===== src/rtl/slot_round_ctrl_pkg.sv =====
// Shared definitions for the slot machine round controller:
// state encoding, slot count, credit width and default parameter values.
package slot_round_ctrl_pkg;

    localparam int unsigned NUM_SLOTS      = 9;
    localparam int unsigned CREDIT_W       = 3;
    localparam int unsigned WIN_W          = 3;
    localparam int unsigned CREDIT_MAX_DEF = 7;
    localparam int unsigned PAY_GAP_DEF    = 2;

    typedef enum logic [1:0] {
        ST_IDLE = 2'd0,
        ST_SPIN = 2'd1,
        ST_EVAL = 2'd2,
        ST_PAY  = 2'd3
    } state_t;

    // Isolates the lowest set bit (one-hot, or zero if none set).
    function automatic logic [NUM_SLOTS-1:0] lowest_one(input logic [NUM_SLOTS-1:0] v);
        return v & (~v + NUM_SLOTS'(1));
    endfunction

endpackage


===== src/rtl/edge_det.sv =====
// Rising-edge detector, W bits wide.
// Ports: clk, clrb (async active-low), sig (level input), rise_c (comb, high
// for the cycle in which sig is seen high after being low).
// History resets to all ones so an input held high through reset gives no edge.
module edge_det #(
    parameter int unsigned W = 1
) (
    input  logic         clk,
    input  logic         clrb,
    input  logic [W-1:0] sig,
    output logic [W-1:0] rise_c
);

    logic [W-1:0] prev;

    // Previous-cycle sample of the input.
    always_ff @(posedge clk or negedge clrb) begin
        if (!clrb) prev <= '1;
        else       prev <= sig;
    end

    assign rise_c = sig & ~prev;

endmodule


===== src/rtl/slot_round_ctrl.sv =====
// Slot machine round controller: takes coins into a saturating credit
// counter, runs a spin round (9 slots stopped by buttons, serviced lowest
// index first), requests a win evaluation and pays out coins one at a time.
// Ports:
//   clk, clrb          clock, async active-low reset
//   coin_in            coin sensor level (one coin per rising edge)
//   btn[8:0]           stop buttons, one stop per rising edge
//   win_vld, win_cnt   evaluator result pulse and coins to pay
//   spin_en[8:0]       slot i spinning
//   stop_pulse[8:0]    one-hot, slot i latches its symbol this cycle
//   eval_req           single-cycle evaluation request
//   coin_out           single-cycle payout pulse
//   credit             unplayed coins
//   busy               not IDLE
module slot_round_ctrl
    import slot_round_ctrl_pkg::*;
#(
    parameter int unsigned CREDIT_MAX = CREDIT_MAX_DEF,
    parameter int unsigned PAY_GAP    = PAY_GAP_DEF
) (
    input  logic                 clk,
    input  logic                 clrb,
    input  logic                 coin_in,
    input  logic [NUM_SLOTS-1:0] btn,
    input  logic                 win_vld,
    input  logic [WIN_W-1:0]     win_cnt,
    output logic [NUM_SLOTS-1:0] spin_en,
    output logic [NUM_SLOTS-1:0] stop_pulse,
    output logic                 eval_req,
    output logic                 coin_out,
    output logic [CREDIT_W-1:0]  credit,
    output logic                 busy
);

    localparam int unsigned GAP_W = (PAY_GAP < 2) ? 1 : $clog2(PAY_GAP + 1);

    state_t               state;
    logic [NUM_SLOTS-1:0] pending;
    logic [WIN_W-1:0]     pay_cnt;
    logic [GAP_W-1:0]     gap_cnt;

    logic                 coin_rise_c;
    logic [NUM_SLOTS-1:0] btn_rise_c;
    logic                 start_c;
    logic [NUM_SLOTS-1:0] svc_c;
    logic [NUM_SLOTS-1:0] new_pend_c;

    edge_det #(.W(1)) u_coin_edge (
        .clk    (clk),
        .clrb   (clrb),
        .sig    (coin_in),
        .rise_c (coin_rise_c)
    );

    edge_det #(.W(NUM_SLOTS)) u_btn_edge (
        .clk    (clk),
        .clrb   (clrb),
        .sig    (btn),
        .rise_c (btn_rise_c)
    );

    // Round start, arbiter pick, and new stop requests for still-spinning slots
    // (a slot being serviced this cycle cannot be re-armed).
    always_comb begin
        start_c    = 1'b0;
        svc_c      = '0;
        new_pend_c = '0;
        start_c    = (state == ST_IDLE) && (credit != '0);
        svc_c      = lowest_one(pending);
        new_pend_c = btn_rise_c & spin_en & ~svc_c;
    end

    // Credit counter: a coin arriving on a start edge cancels the decrement.
    always_ff @(posedge clk or negedge clrb) begin
        if (!clrb) begin
            credit <= '0;
        end else if (start_c && !coin_rise_c) begin
            credit <= credit - CREDIT_W'(1);
        end else if (!start_c && coin_rise_c && (credit != CREDIT_W'(CREDIT_MAX))) begin
            credit <= credit + CREDIT_W'(1);
        end
    end

    // Round FSM with registered outputs, stop arbiter and payout timer.
    always_ff @(posedge clk or negedge clrb) begin
        if (!clrb) begin
            state      <= ST_IDLE;
            spin_en    <= '0;
            stop_pulse <= '0;
            pending    <= '0;
            eval_req   <= 1'b0;
            coin_out   <= 1'b0;
            busy       <= 1'b0;
            pay_cnt    <= '0;
            gap_cnt    <= '0;
        end else begin
            stop_pulse <= '0;
            eval_req   <= 1'b0;
            case (state)
                ST_IDLE: begin
                    if (start_c) begin
                        state   <= ST_SPIN;
                        spin_en <= '1;
                        pending <= '0;
                        busy    <= 1'b1;
                    end
                end
                ST_SPIN: begin
                    if (spin_en == '0) begin
                        state    <= ST_EVAL;
                        eval_req <= 1'b1;
                    end else begin
                        stop_pulse <= svc_c;
                        spin_en    <= spin_en & ~svc_c;
                        pending    <= (pending & ~svc_c) | new_pend_c;
                    end
                end
                ST_EVAL: begin
                    if (win_vld) begin
                        if (win_cnt == '0) begin
                            state <= ST_IDLE;
                            busy  <= 1'b0;
                        end else begin
                            state    <= ST_PAY;
                            coin_out <= 1'b1;
                            pay_cnt  <= win_cnt - WIN_W'(1);
                        end
                    end
                end
                ST_PAY: begin
                    // pay_cnt holds pulses still owed after the current one.
                    if (coin_out) begin
                        if (pay_cnt == '0) begin
                            state    <= ST_IDLE;
                            busy     <= 1'b0;
                            coin_out <= 1'b0;
                        end else if (PAY_GAP == 0) begin
                            pay_cnt <= pay_cnt - WIN_W'(1);
                        end else begin
                            coin_out <= 1'b0;
                            gap_cnt  <= GAP_W'(PAY_GAP - 1);
                        end
                    end else if (gap_cnt != '0) begin
                        gap_cnt <= gap_cnt - GAP_W'(1);
                    end else begin
                        coin_out <= 1'b1;
                        pay_cnt  <= pay_cnt - WIN_W'(1);
                    end
                end
                default: begin
                    state <= ST_IDLE;
                    busy  <= 1'b0;
                end
            endcase
        end
    end

endmodule


===== config.mk =====
export PLATFORM = sky130hd
export DESIGN_NAME = slot_round_ctrl
export DESIGN_NICKNAME = d
export VERILOG_FILES = /design/src/rtl/slot_round_ctrl_pkg.sv /design/src/rtl/edge_det.sv /design/src/rtl/slot_round_ctrl.sv
export SDC_FILE = /design/constraint.sdc
export NUM_CORES = 1
export LEC_CHECK = 0
export CORE_MARGIN = 2
export CORE_UTILIZATION = 52
export CTS_CLUSTER_DIAMETER = 150
export DETAILED_ROUTE_END_ITERATION = 16
export GPL_ROUTABILITY_DRIVEN = 0
export PLACE_DENSITY = 0.78
export SYNTH_ARGS = -nofsm -noshare
export SYNTH_HDL_FRONTEND = slang
export SYNTH_HIERARCHICAL = 1
export SYNTH_SLANG_ARGS = --single-unit
export TNS_END_PERCENT = 1

===== constraint.sdc =====
create_clock -name clk -period 2.3 [get_ports clk]
set_clock_uncertainty 0.05 [all_clocks]
set_input_delay 0.69 -clock clk [delete_from_list [all_inputs] [get_ports clk]]
set_output_delay 0.69 -clock clk [all_outputs]
set_load 0.03 [all_outputs]

==> qor.log, run 1 <==
[synthesis] cell types with the largest area share after synthesis sky130_fd_sc_hd__dfrtp_1 42%, sky130_fd_sc_hd__dfstp_2 11%, sky130_fd_sc_hd__nor2b_4 5.8%
[floorplan] die width 71.42 µm
[detailed_routing] routed vias 1753
[clock_network] number of CTS-inserted buffers 5
[synthesis] Net Count, Synth 230
[critical_path] delay of the slowest cell on the worst path 710 ps
[detailed_routing] post-DR vias/cell 5.619
[detailed_routing] count of unresolved DRC violations after routing 0
[placement] number of cells in the design after placement 304
[synthesis] leading register cell type out of synthesis sky130_fd_sc_hd__dfrtp_1
[timing] final worst path period need 2216 ps
[pwr] fraction of power consumed by sequential logic 37.7%
[critical_path] arrival time worst endpoint 1480 ps
[floorplan] area of the die 5101 µm²
[timing] number of hold violations in the final report 0
[critical_path] kind of start point of the critical path register
[cells_and_area] Layout Cells excl Fill 312
[placement] HPWL reported at the end of detailed placement 3.330 mm
[floorplan] starting density of the core 54.28%
[outcome] run status complete, no violations
[detailed_routing] detailed router's first-iteration violation count 128
[critical_path] cell with the largest stage delay on the worst path sky130_fd_sc_hd__clkdlybuf4s50_1
[pwr] fraction of power spent switching nets 39.84%
[grt] initial antenna violation count 0
[placement] number of buffer cells added on primary ports 39
[floorplan] Top Ports 40
[critical_path] endpoint kind of the worst setup timing path output port
[run] count of maximum capacitance violations 0
[clock_network] CTS tree built
[grt] residual overflow from global routing 0
[clock_network] insertion delay of the later-clocked pin in the worst-skew pair 300 ps
[pwr] reported net switching power 1.590 mW
[critical_path] number of buffers and inverters on the critical path 1
[cells_and_area] Synth-to-Final Area Change 26.68%
[timing] share of the cycle needed by the critical path after routing 96.33%
[timing] RSZ-0062 raised after global routing false
[clock_network] root cell of the clock tree sky130_fd_sc_hd__clkbuf_8
[synthesis] count of flip-flops with a built-in enable after synthesis 0
[synthesis] total number of yosys warnings 6
[grt] total routing resource utilization after global routing 20.07%
[critical_path] Largest delay share family, worst path buffers and inverters
[clock_network] H-Tree Depth 2
[floorplan] DIE HEIGHT 71.42 µm
[synthesis] number of flip-flops and latches in the synthesized netlist 50
[synthesis] library cell occupying the most area in the post-synthesis netlist sky130_fd_sc_hd__dfrtp_1
[hold_path] class of the tightest hold or removal check primary input to async pin
[cells_and_area] ratio of cells with drive above 1 in the final layout 18.85%
[grt] pin count of the biggest net entering global routing 33
[critical_path] critical path type register to output port
[pwr] total power density per cell area 1333 nW/µm²
[timing] Max Fclk 451.3 MHz
[pwr] share of power burned in the clock network 18.8%
[synthesis] number of instances in the synthesized netlist 211
[synthesis] most instantiated library cell after synthesis sky130_fd_sc_hd__dfrtp_1
[pwr] total leakage power 1.330 nW
[grt] first-pass GRT wire length 8.086 mm
[cells_and_area] final net count 278
[floorplan] CORE AREA 4354 µm²
[clock_network] clock input transition at the sequential cells of the worst setup and hold paths 90 ps
[critical_path] CP Max Fanout 6
[detailed_routing] Routed Antenna Nets 0
[timing] transition time at the pin with the least slew margin 603.9 ps
[grt] via count of the first global-routing pass 1750
[timing] final slew viol count 0
[synthesis] Synth top area share 42.35%
[detailed_routing] Detailed Route WL 4.578 mm
[synthesis] top post-synthesis cells by count 40 x sky130_fd_sc_hd__dfrtp_1, 18 x sky130_fd_sc_hd__nor2_1, 13 x sky130_fd_sc_hd__inv_1
[synthesis] sequential element share of the synthesized area 53.47%
[synthesis] per-instance average area after synthesis 11.20 µm²
[synthesis] fraction of registers with async set/reset 100.0%
[floorplan] number of standard-cell rows in the floorplan 24
[clock_network] number of buffers inserted by hold repair at cts 0
[pwr] worst supply voltage drop on vdd 0.7958 mV
[detailed_routing] Routed WL per cell 14.67 µm
[pwr] Logic pwr share 43.5%
[detailed_routing] DRT Pass-1 Iters 4
[critical_path] ordered list of cells on the worst path clkdlybuf4s50_1
[pwr] Final Power 3.990 mW
[critical_path] data required time at the worst endpoint 1560 ps
[clock_network] number of buffers on the longest clock path 2
[pwr] internal power of the cells 2.401 mW
[cells_and_area] antenna fix cells 0
[timing] worst-case headroom to the max-slew limit 59.17%
[synthesis] post-synth design cell area 2364 µm²
[synthesis] unique cell type count in the Yosys netlist 54
[clock_network] Clock Sink Count 50
[timing] final setup violation count 0
## per-stage QoR
step / cell area (µm²) / hold slack [ps] / util, % / setup WS [ps] / setup TNS (ps)
6_report: 2994 / 272.8 / 68.76 / 84.42 / 0
5_1_grt: 2994 / 290.6 / 68.76 / 41.24 / 0
4_1_cts: 2992 / 284.5 / 68.71 / 27.77 / 0
3_5_place_dp: 2849 / 477.2 / 65.43 / -72.09 / -104.5
3_3_place_gp: 2849 / 459.2 / 65.43 / -22.13 / -22.13
2_1_floorplan: 2364 / 344.4 / - / 170.3 / 0
## final cells by class
type	count	area, µm²
Fill cell	328	1360
Tap cell	52	65.06
Clock inverter	2	60.06
Clock buffer	6	82.58
Inverter	13	48.80
Multi-Input combinational cell	142	1013
Sequential cell	50	1264
Timing Repair Buffer	47	460.4
## layout by cell type (no fill, tap or decap), drive strengths merged, types with 3 or more instances in the layout
cell	synthesis	final
a21o	4	4
a21oi	11	11
a31oi	8	8
a41o	3	3
and2	3	3
and3	6	6
buf	5	9
clkbuf	1	6
clkdlybuf4s50	0	37
dfrtp	40	40
dfstp	10	10
inv	13	13
mux2i	6	6
nand2	13	13
nand2b	3	3
nor2	18	18
nor2b	13	13
nor3	8	8
nor4	3	3
o21ai	11	11
## cell families after synthesis
| kind of cell | after synthesis | synth area share, % |
|---|---|---|
| flip-flops | 50 | 53.47 |
| AND/OR/NAND/NOR | 80 | 23.40 |
| buffers and inverters | 19 | 3.653 |
| multiplexers | 8 | 3.494 |
| AO/OA/AOI/OAI | 50 | 13.71 |
| adder cells (fa/ha/maj) | 3 | 1.906 |
| XOR/XNOR | 1 | 0.3706 |
## path summary, 6_finish.rpt
kind	cells after the start	slack (ps)	end	start
worst min register to register	1	500	pay_cnt[0]	pay_cnt[0]
worst max-delay path	1	80	credit[1]	credit[1]
max in group asynchronous	2	1340	u_btn_edge/prev[5]	clrb
min in group clk	1	500	pay_cnt[0]	pay_cnt[0]
worst min-delay path	1	270	state[0]	clrb
worst max register to register	6	350	credit[2]	state[0]
## what timing repair did
item | CTS | global route
gates resized for setup | 0 | 1
buffers inserted | 0 | 0
endpoints found under the setup margin | 0 | 1
## sequential cells by signal, summed over array words and instances, names as in the netlist
name / cells
busy: 1
coin_out: 1
credit: 3
eval_req: 1
gap_cnt: 2
pay_cnt: 3
pending: 9
spin_en: 9
state: 2
stop_pulse: 9
u_btn_edge/prev: 9
u_coin_edge/prev: 1
## metal layers
layer	vias to the layer above	wire length (µm)	track usage [%]
li1	848	-	-
met1	854	2088	27.41
met2	45	2213	31.79
met3	6	230	4.782
met4	0	46	6.709
met5	-	0	0
## power groups by stage
stage	clock, mW	combinational, mW	sequential, mW
floorplan	0	0.970	1.69
global placement	0	1.70	1.51
detailed placement	0	1.74	1.52
CTS	0.763	1.75	1.50
global route	0.799	1.91	1.56
finish	0.750	1.74	1.50
(Power assumes the default switching activity.)
==> run 2, diff against run 1 <==
Settings changed: CAP_MARGIN set to 20.
==> results of run 2 <==
Final layout, timing and power as in run 1 (identical DEF).
==> run 3, diff against run 2 <==
Settings changed: TNS_END_PERCENT 1 to unset.
==> results of run 3 <==
Final layout, timing and power as in run 1 (identical DEF).
